[src/rtl/fb_write_arbiter.sv]
// Round-robin arbiter that shares the framebuffer write port among N_REQ draw clients, with bursts of up to BURST_LEN beats.
// Latency: ack at edge N, registered RAM write at edge N+1; one idle arbitration cycle between bursts. Define FB_ARB_VBLANK_GATE_EN to confine writes to vblnk.
// Backpressure: a requester holds req/addr/data until it sees ack; no ack in IDLE or while the gate is closed.
module fb_write_arbiter #(
    parameter int N_REQ     = 4,
    parameter int ADDR_W    = 19,
    parameter int DATA_W    = 12,
    parameter int BURST_LEN = 16,
    localparam int OW       = (N_REQ > 1) ? $clog2(N_REQ) : 1
) (
    input  logic                     clk,
    input  logic                     rst,
    input  logic                     vblnk,
    input  logic [N_REQ-1:0]         req,
    input  logic [N_REQ*ADDR_W-1:0]  req_addr,
    input  logic [N_REQ*DATA_W-1:0]  req_data,
    output logic [N_REQ-1:0]         ack,
    output logic                     mem_we,
    output logic [ADDR_W-1:0]        mem_addr,
    output logic [DATA_W-1:0]        mem_wdata,
    output logic [OW-1:0]            owner,
    output logic                     busy
);

    localparam int CW = $clog2(BURST_LEN + 1);

    typedef enum logic {IDLE, BURST} state_t;

    state_t            state, state_nxt;
    logic [OW-1:0]     ptr;
    logic [OW-1:0]     pick_idx;
    logic [OW-1:0]     cand;
    logic              pick_vld;
    logic              gate;
    logic              accept;
    logic              burst_end;
    logic [CW-1:0]     beat_cnt;
    logic [ADDR_W-1:0] own_addr;
    logic [DATA_W-1:0] own_data;

`ifdef FB_ARB_VBLANK_GATE_EN
    assign gate = vblnk;
`else
    logic unused_vblnk;
    assign unused_vblnk = vblnk;
    assign gate = 1'b1;
`endif

    // Walk downwards so the candidate closest after ptr is written last and wins.
    always_comb begin
        pick_vld = 1'b0;
        pick_idx = '0;
        cand     = '0;
        for (int k = N_REQ; k >= 1; k--) begin
            cand = OW'((int'(ptr) + k) % N_REQ);
            if (req[cand]) begin
                pick_vld = 1'b1;
                pick_idx = cand;
            end
        end
    end

    always_comb begin
        own_addr = '0;
        own_data = '0;
        for (int i = 0; i < N_REQ; i++) begin
            if (owner == OW'(i)) begin
                own_addr = req_addr[i*ADDR_W +: ADDR_W];
                own_data = req_data[i*DATA_W +: DATA_W];
            end
        end
    end

    always_comb begin
        state_nxt = state;
        ack       = '0;
        accept    = 1'b0;
        burst_end = 1'b0;
        case (state)
            IDLE: begin
                if (gate && pick_vld)
                    state_nxt = BURST;
            end
            BURST: begin
                accept     = req[owner] && gate;
                ack[owner] = accept;
                burst_end  = !req[owner] || !gate ||
                             (accept && beat_cnt == CW'(BURST_LEN - 1));
                if (burst_end)
                    state_nxt = IDLE;
            end
            default: state_nxt = IDLE;
        endcase
    end

    always_ff @(posedge clk) begin
        if (rst)
            state <= IDLE;
        else
            state <= state_nxt;
    end

    always_ff @(posedge clk) begin
        if (rst) begin
            owner     <= '0;
            ptr       <= OW'(N_REQ - 1);
            beat_cnt  <= '0;
            mem_we    <= 1'b0;
            mem_addr  <= '0;
            mem_wdata <= '0;
        end else begin
            mem_we <= accept;
            if (state == IDLE && state_nxt == BURST) begin
                owner    <= pick_idx;
                beat_cnt <= '0;
            end
            if (accept) begin
                mem_addr  <= own_addr;
                mem_wdata <= own_data;
                beat_cnt  <= beat_cnt + CW'(1);
            end
            if (state == BURST && burst_end)
                ptr <= owner;
        end
    end

    assign busy = (state == BURST);

endmodule

[config.mk]
export PLATFORM = sky130hd
export DESIGN_NAME = fb_write_arbiter
export DESIGN_NICKNAME = d
export VERILOG_FILES = /design/src/rtl/fb_write_arbiter.sv
export SDC_FILE = /design/constraint.sdc
export NUM_CORES = 1
export LEC_CHECK = 0
export CORE_UTILIZATION = 35
export CTS_BUF_LIST = sky130_fd_sc_hd__clkbuf_16
export CTS_CLUSTER_SIZE = 28
export DETAILED_ROUTE_END_ITERATION = 8
export PLACE_DENSITY_LB_ADDON = 0.08
export SYNTH_ARGS = -nofsm -noshare
export SYNTH_HDL_FRONTEND = slang
export SYNTH_SLANG_ARGS = --single-unit
[constraint.sdc]
create_clock -name clk -period 1.71 [get_ports clk]
set_input_delay 0.513 -clock clk [delete_from_list [all_inputs] [get_ports clk]]
set_output_delay 0.513 -clock clk [all_outputs]
set_load 0.02 [all_outputs]
==> impl_metrics.ini, run 1 <==
[clocking]
cts_tree = built
clockBufferDepth = 2
cts.reportedPaths.clkPinSlew_ns = 0.06
cts_buffers = 5
root_buffer = clkbuf_16
post_cts_buffers = 0
cts_hold_buf = 0
cts_sinks = 42
cts.htree.levels = 2
clkLatencyLatePin_ns = 0.28

[global_route]
grt_max_degree = 43
track_usage_pct = 20.2
grt_pass1_vias = 2661
antenna_found_initial = 0
grt_pass1_wl_mm = 11.7
grt_remaining_overflow = 0

[worst_hold_path]
hp-class = reg -> reg

[cells_and_area]
drive_above_1_share_pct = 18.5
syn2layout_area_growth_pct = 84.7
stdcell_count = 504
fin_util_pct = 68.6
antenna_cells = 0
final_nets = 559

[worst_setup_path]
max_stage_delay_ns = 0.39
crit_slowest_cell = dfxtp_4
worstPathArrival_ns = 1.19
crit_type = reg -> out
startpoint_type = register
path_max_fanout = 4
crit_chain = mux2i_4 -> nor3_2 -> buf_4
cp_top_family = flip-flops
worst-path-buf-inv = 1
cp.required_ns = 1.20
critPathCaptureType = output pin

[timing]
finalSetupViolations = 0
skew_ns = 0.00300
slew_violations = 0
finalCriticalPeriod_ns = 1.71
grt_setup_unrepaired = yes
worst_pin_slew_ns = 0.280
slew_headroom_pct = 81.3
hold_viol_final = 0
max_freq_mhz = 586
finalCritPeriodShare_pct = 99.7

[route]
wl_per_cell_um = 14.2
dr_total_vias = 2563
wl_met2_mm = 3.79
first_pass_iters = 4
highest_layer = met4
met1_length_mm = 2.67
wl_mm = 7.16
viasPerCell = 5.09
drtIter0Drc = 81
route.antenna.remaining_nets = 0
drc_errors = 0
wl_met3_um = 602

[power_and_ir_drop]
power_frac_comb_pct = 36.0
p_per_area_nw_per_um2 = 690
switching_share_pct = 27.4
p_leak_nw = 1.77
finalPower_w = 0.00309
ir_drop_mv = 0.507
seqPwrFrac_pct = 35.6
p_int_w = 0.00225
p_switching_w = 0.000846
clkPwrFrac_pct = 28.4

[yosys]
yosysTopAreaCellShare_pct = 34.6
yosys_most_used_dff = dfxtp_1
synthAdderAreaFrac_pct = 1.03
synthTopCellsByArea = dfxtp_1 (35%), mux4_2 (30%), nand2_1 (10%)
synth_common_cells = nand2_1 (66), dfxtp_1 (42), a21oi_1 (39)
synthXorXnorAreaFrac_pct = 0
ys_seq_area_share_pct = 34.6
yosysMostFrequentCell = nand2_1
syn_nets = 383
syn_avg_cell_area_um2 = 9.71
yosysWarnings = 0
synth_top_family_by_area = multiplexers
synthArstFlopShare_pct = 0
synthCells = 250
ys_seq_elements = 42
syn_area_um2 = 2430
synthMuxAreaShare_pct = 30.9
synth_compound_area_share_pct = 12.5
yosysTopAreaCell = dfxtp_1
ys_types = 31
synth-simple-area-share_pct = 15.7
synth_edf_count = 0

[run_status]
status = finished clean

[place]
routabilityCongestion = 0.737
dp_cells = 496
portBuffers = 168
place_hpwl_mm = 5.66

[floorplan]
die_w_um = 85.3
die_area_um2 = 7270
start_util_pct = 37.2
rows = 29
core_um2 = 6530
io_pins = 170
die_y_um = 85.3

[job]
max_cap_violations = 0
sequential cells by signal, summed over array words and instances (netlist names):
signal,cells
mem_wdata,12
mem_addr,19
owner,2
mem_we,1
busy,1
ptr,2
beat_cnt,5
final timing paths:
kind                              startpoint           end  slack [ns]  depth (start not counted)
worst min-delay path            mem_addr[10]  mem_addr[10]        0.44                          2
worst min register to register  mem_addr[10]  mem_addr[10]        0.44                          2
worst max register to register      owner[1]   beat_cnt[3]        0.05                          6
worst max-delay path                owner[1]        ack[0]       0.004                          3
per-stage QoR:
stage / hold WS (ns) / cell area, um2 / setup WS, ns / setup TNS [ns]
after floorplan: 0.448 / 2460 / 0.00779 / 0
after CTS: 0.448 / 4450 / -0.00793 / -0.0156
final: 0.443 / 4480 / 0.00441 / 0
after detailed placement: 0.442 / 4330 / -0.808 / -25.81
after global routing: 0.461 / 4480 / -0.0361 / -0.117
after global placement: 0.437 / 4330 / -0.788 / -23.67
worst min-delay path: cells and delay by family (launching register included):
family,cells,cell delay [ns]
AO/OA/AOI/OAI,1,0.05
flip-flops,1,0.30
AND/OR/NAND/NOR,1,0.05
cell type report:
cell class	count	area [um2]
fill	556	2050
timing repair buffer	190	1840
clock inverter	3	12.5
sequential	42	846
clock buffer	5	125
multi-input combinational	181	1540
tap	77	96.3
inverter	6	22.5
power by group through the flow:
| stage | clock, W | sequential (W) | combinational [W] |
|---|---|---|---|
| after floorplan | 0 | 0.00120 | 0.000491 |
| after global placement | 0 | 0.00112 | 0.00113 |
| after detailed placement | 0 | 0.00112 | 0.00115 |
| after CTS | 0.000906 | 0.00110 | 0.00111 |
| after global routing | 0.000952 | 0.00111 | 0.00120 |
| final | 0.000877 | 0.00110 | 0.00111 |
kinds of logic (layout without fill, tap and decap cells):
family                     Yosys count  after routing
and+or+nand+nor                     90             90
AOI/OAI and AO/OA                   54             54
adders and majority gates            2              2
muxes                               35             35
DFF                                 42             42
buffers and inverters               27            204
layout by cell type, fill, tap and decap left out, types with 3 or more instances in the layout:
cell type / n
dfxtp_1: 40
buf_4: 18
dlygate4sd2_1: 33
nand3_1: 8
buf_6: 5
nor2_1: 4
clkdlybuf4s50_1: 125
clkbuf_16: 5
mux4_2: 32
a21oi_1: 39
o21ai_0: 4
clkdlybuf4s15_1: 3
inv_1: 7
nand2_1: 66
layer usage:
metal  vias up  GRT usage, %
li1       1261             -
met1      1193          21.3
met2       102          38.9
met3         7          5.84
met4         0          5.76
met5         -             0
what timing repair did:
action                     CTS  global route
pin swaps                    1             1
resized for setup           72            13
setup endpoints to repair   78            26
Power figures use the tool's default switching activity.
==> run 2, diff against run 1 <==
Settings changed: CORE_UTILIZATION 35 to 44, DONT_BUFFER_PORTS set to 1.
==> impl_metrics.ini, run 2 (synthesis gave the netlist of run 1 again) <==
[clocking]
root_buffer = clkbuf_16
cts.htree.levels = 2
cts_tree = built
cts_sinks = 42
cts_buffers = 5
cts_hold_buf = 0
clkLatencyLatePin_ns = 0.28
clockBufferDepth = 2
cts.reportedPaths.clkPinSlew_ns = 0.06

[timing]
worst_pin_slew_ns = 0.304
slew_violations = 0
max_freq_mhz = 560
setup_tns_ns = -0.261
finalCritPeriodShare_pct = 104
grt_setup_unrepaired = yes
fin_hold_ws_ns = 0.298
skew_ns = 0.00431
slew_headroom_pct = 79.7
hold_viol_final = 0
finalCriticalPeriod_ns = 1.79
fin_ws_ns = -0.0762
finalSetupViolations = 4

[worst_setup_path]
crit_slowest_cell = dfxtp_4
cp.required_ns = 1.20
crit_chain = mux2i_2 -> buf_4 -> nor3_2 -> buf_4
critPathCaptureType = output pin
crit_type = reg -> out
path_max_fanout = 4
startpoint_type = register
crit_path_frequent_cell = buf_4
worstPathArrival_ns = 1.27
max_stage_delay_ns = 0.39

[global_route]
grt_pass1_wl_mm = 9.13
grt_remaining_overflow = 0
antenna_found_initial = 0
grt_max_degree = 43
track_usage_pct = 19.7
grt_pass1_vias = 1840

[worst_hold_path]
hp-class = in -> reg

[cells_and_area]
antenna_cells = 0
top_regs = mem_addr x19, mem_wdata x12, beat_cnt x5
top_register = mem_addr
syn2layout_area_growth_pct = 16.2
final_nets = 389
final_cell_mix = nand2_1 (65), dfxtp_1 (40), a21oi_1 (39)
largest_register_ffs = 19
drive_above_1_share_pct = 27.6
layout_commonest_cell = nand2_1

[place]
portBuffers = 0
routabilityCongestion = 0.785
place_hpwl_mm = 4.25

[floorplan]
die_w_um = 76.3
rows = 26
start_util_pct = 46.6
die_area_um2 = 5820
io_pins = 170
core_um2 = 5200
die_y_um = 76.3

[power_and_ir_drop]
finalPower_w = 0.00274
ir_drop_mv = 0.590
p_per_area_nw_per_um2 = 970
p_leak_nw = 0.950

[run_status]
violations = negative setup slack
status = complete, but fails checks

[route]
drtIter0Drc = 78
route.antenna.remaining_nets = 0
wl_per_cell_um = 17.7
wl_mm = 5.78
drc_errors = 0
viasPerCell = 5.98
first_pass_iters = 4
dr_total_vias = 1954

[job]
max_cap_violations = 0
==> run 2: cell types whose count changed in the layout (fill, tap and decap cells not counted), sizes merged <==
cell and delta:
clkbuf -1, dlygate4sd2 -33, clkdlybuf4s15 -5, clkinvlp +1
clkdlybuf4s50 -125, buf -6, inv -1
==> run 2: path summary, 6_finish.rpt <==
check                            startpoint           to  slack, ns  cells after the start
worst max-delay path               owner[1]       ack[1]      -0.08                      4
worst min-delay path                    rst  beat_cnt[4]       0.30                      1
worst max register to register     owner[1]  mem_addr[0]       0.16                      7
worst min register to register  beat_cnt[4]  beat_cnt[4]       0.46                      2
==> run 2: cell type report <==
cell class	instances	area, um2
sequential	42	846
fill	487	2380
clock buffer	5	125
tap	70	87.6
clock inverter	3	16.3
timing repair buffer	20	203
inverter	6	22.5
multi-input combinational	181	1520
==> run 2: stage by stage <==
stage / setup slack (ns) / util, % / area (um2) / cells
2_1_floorplan: 0.00779 / - / 2460 / 250
4_1_cts: -0.0587 / 53.7 / 2790 / 327
5_1_grt: -0.154 / 54.2 / 2820 / 327
3_3_place_gp: 0.124 / 50.0 / 2600 / 315
6_report: -0.0762 / 54.2 / 2820 / 327
3_5_place_dp: 0.124 / 50.0 / 2600 / 315
==> run 2: repair_timing <==
item / CTS / global route
setup endpoints to repair: 4 / 22
gates resized for setup: 7 / 5
setup buffers: 4 / 1
pin swaps: 4 / 3
==> run 2: worst max-delay path, delay by kind of cell (launching register included) <==
kind | cells | cell delay [ns]
flops | 1 | 0.39
buf+inv | 2 | 0.33
simple gates | 1 | 0.04
mux | 1 | 0.24
==> run 2: where the power goes <==
| group | leakage (nW) | internal [W] | total [W] | switching (W) |
|---|---|---|---|---|
| sequential | 0.343 | 0.00106 | 0.00120 | 0.000140 |
| combinational | 0.539 | 0.000350 | 0.000630 | 0.000279 |
| clock | 0.0672 | 0.000533 | 0.000910 | 0.000377 |
| total | 0.950 | 0.00194 | 0.00274 | 0.000796 |
==> run 2: metal layers <==
| layer | GRT usage, % | up-vias | part of all wire (%) |
|---|---|---|---|
| met5 | 0 | - | 0 |
| met4 | 4.04 | 0 | 0.66 |
| met3 | 6.47 | 5 | 9.8 |
| met2 | 34.8 | 110 | 51 |
| met1 | 23.4 | 919 | 39 |
| li1 | - | 920 | - |
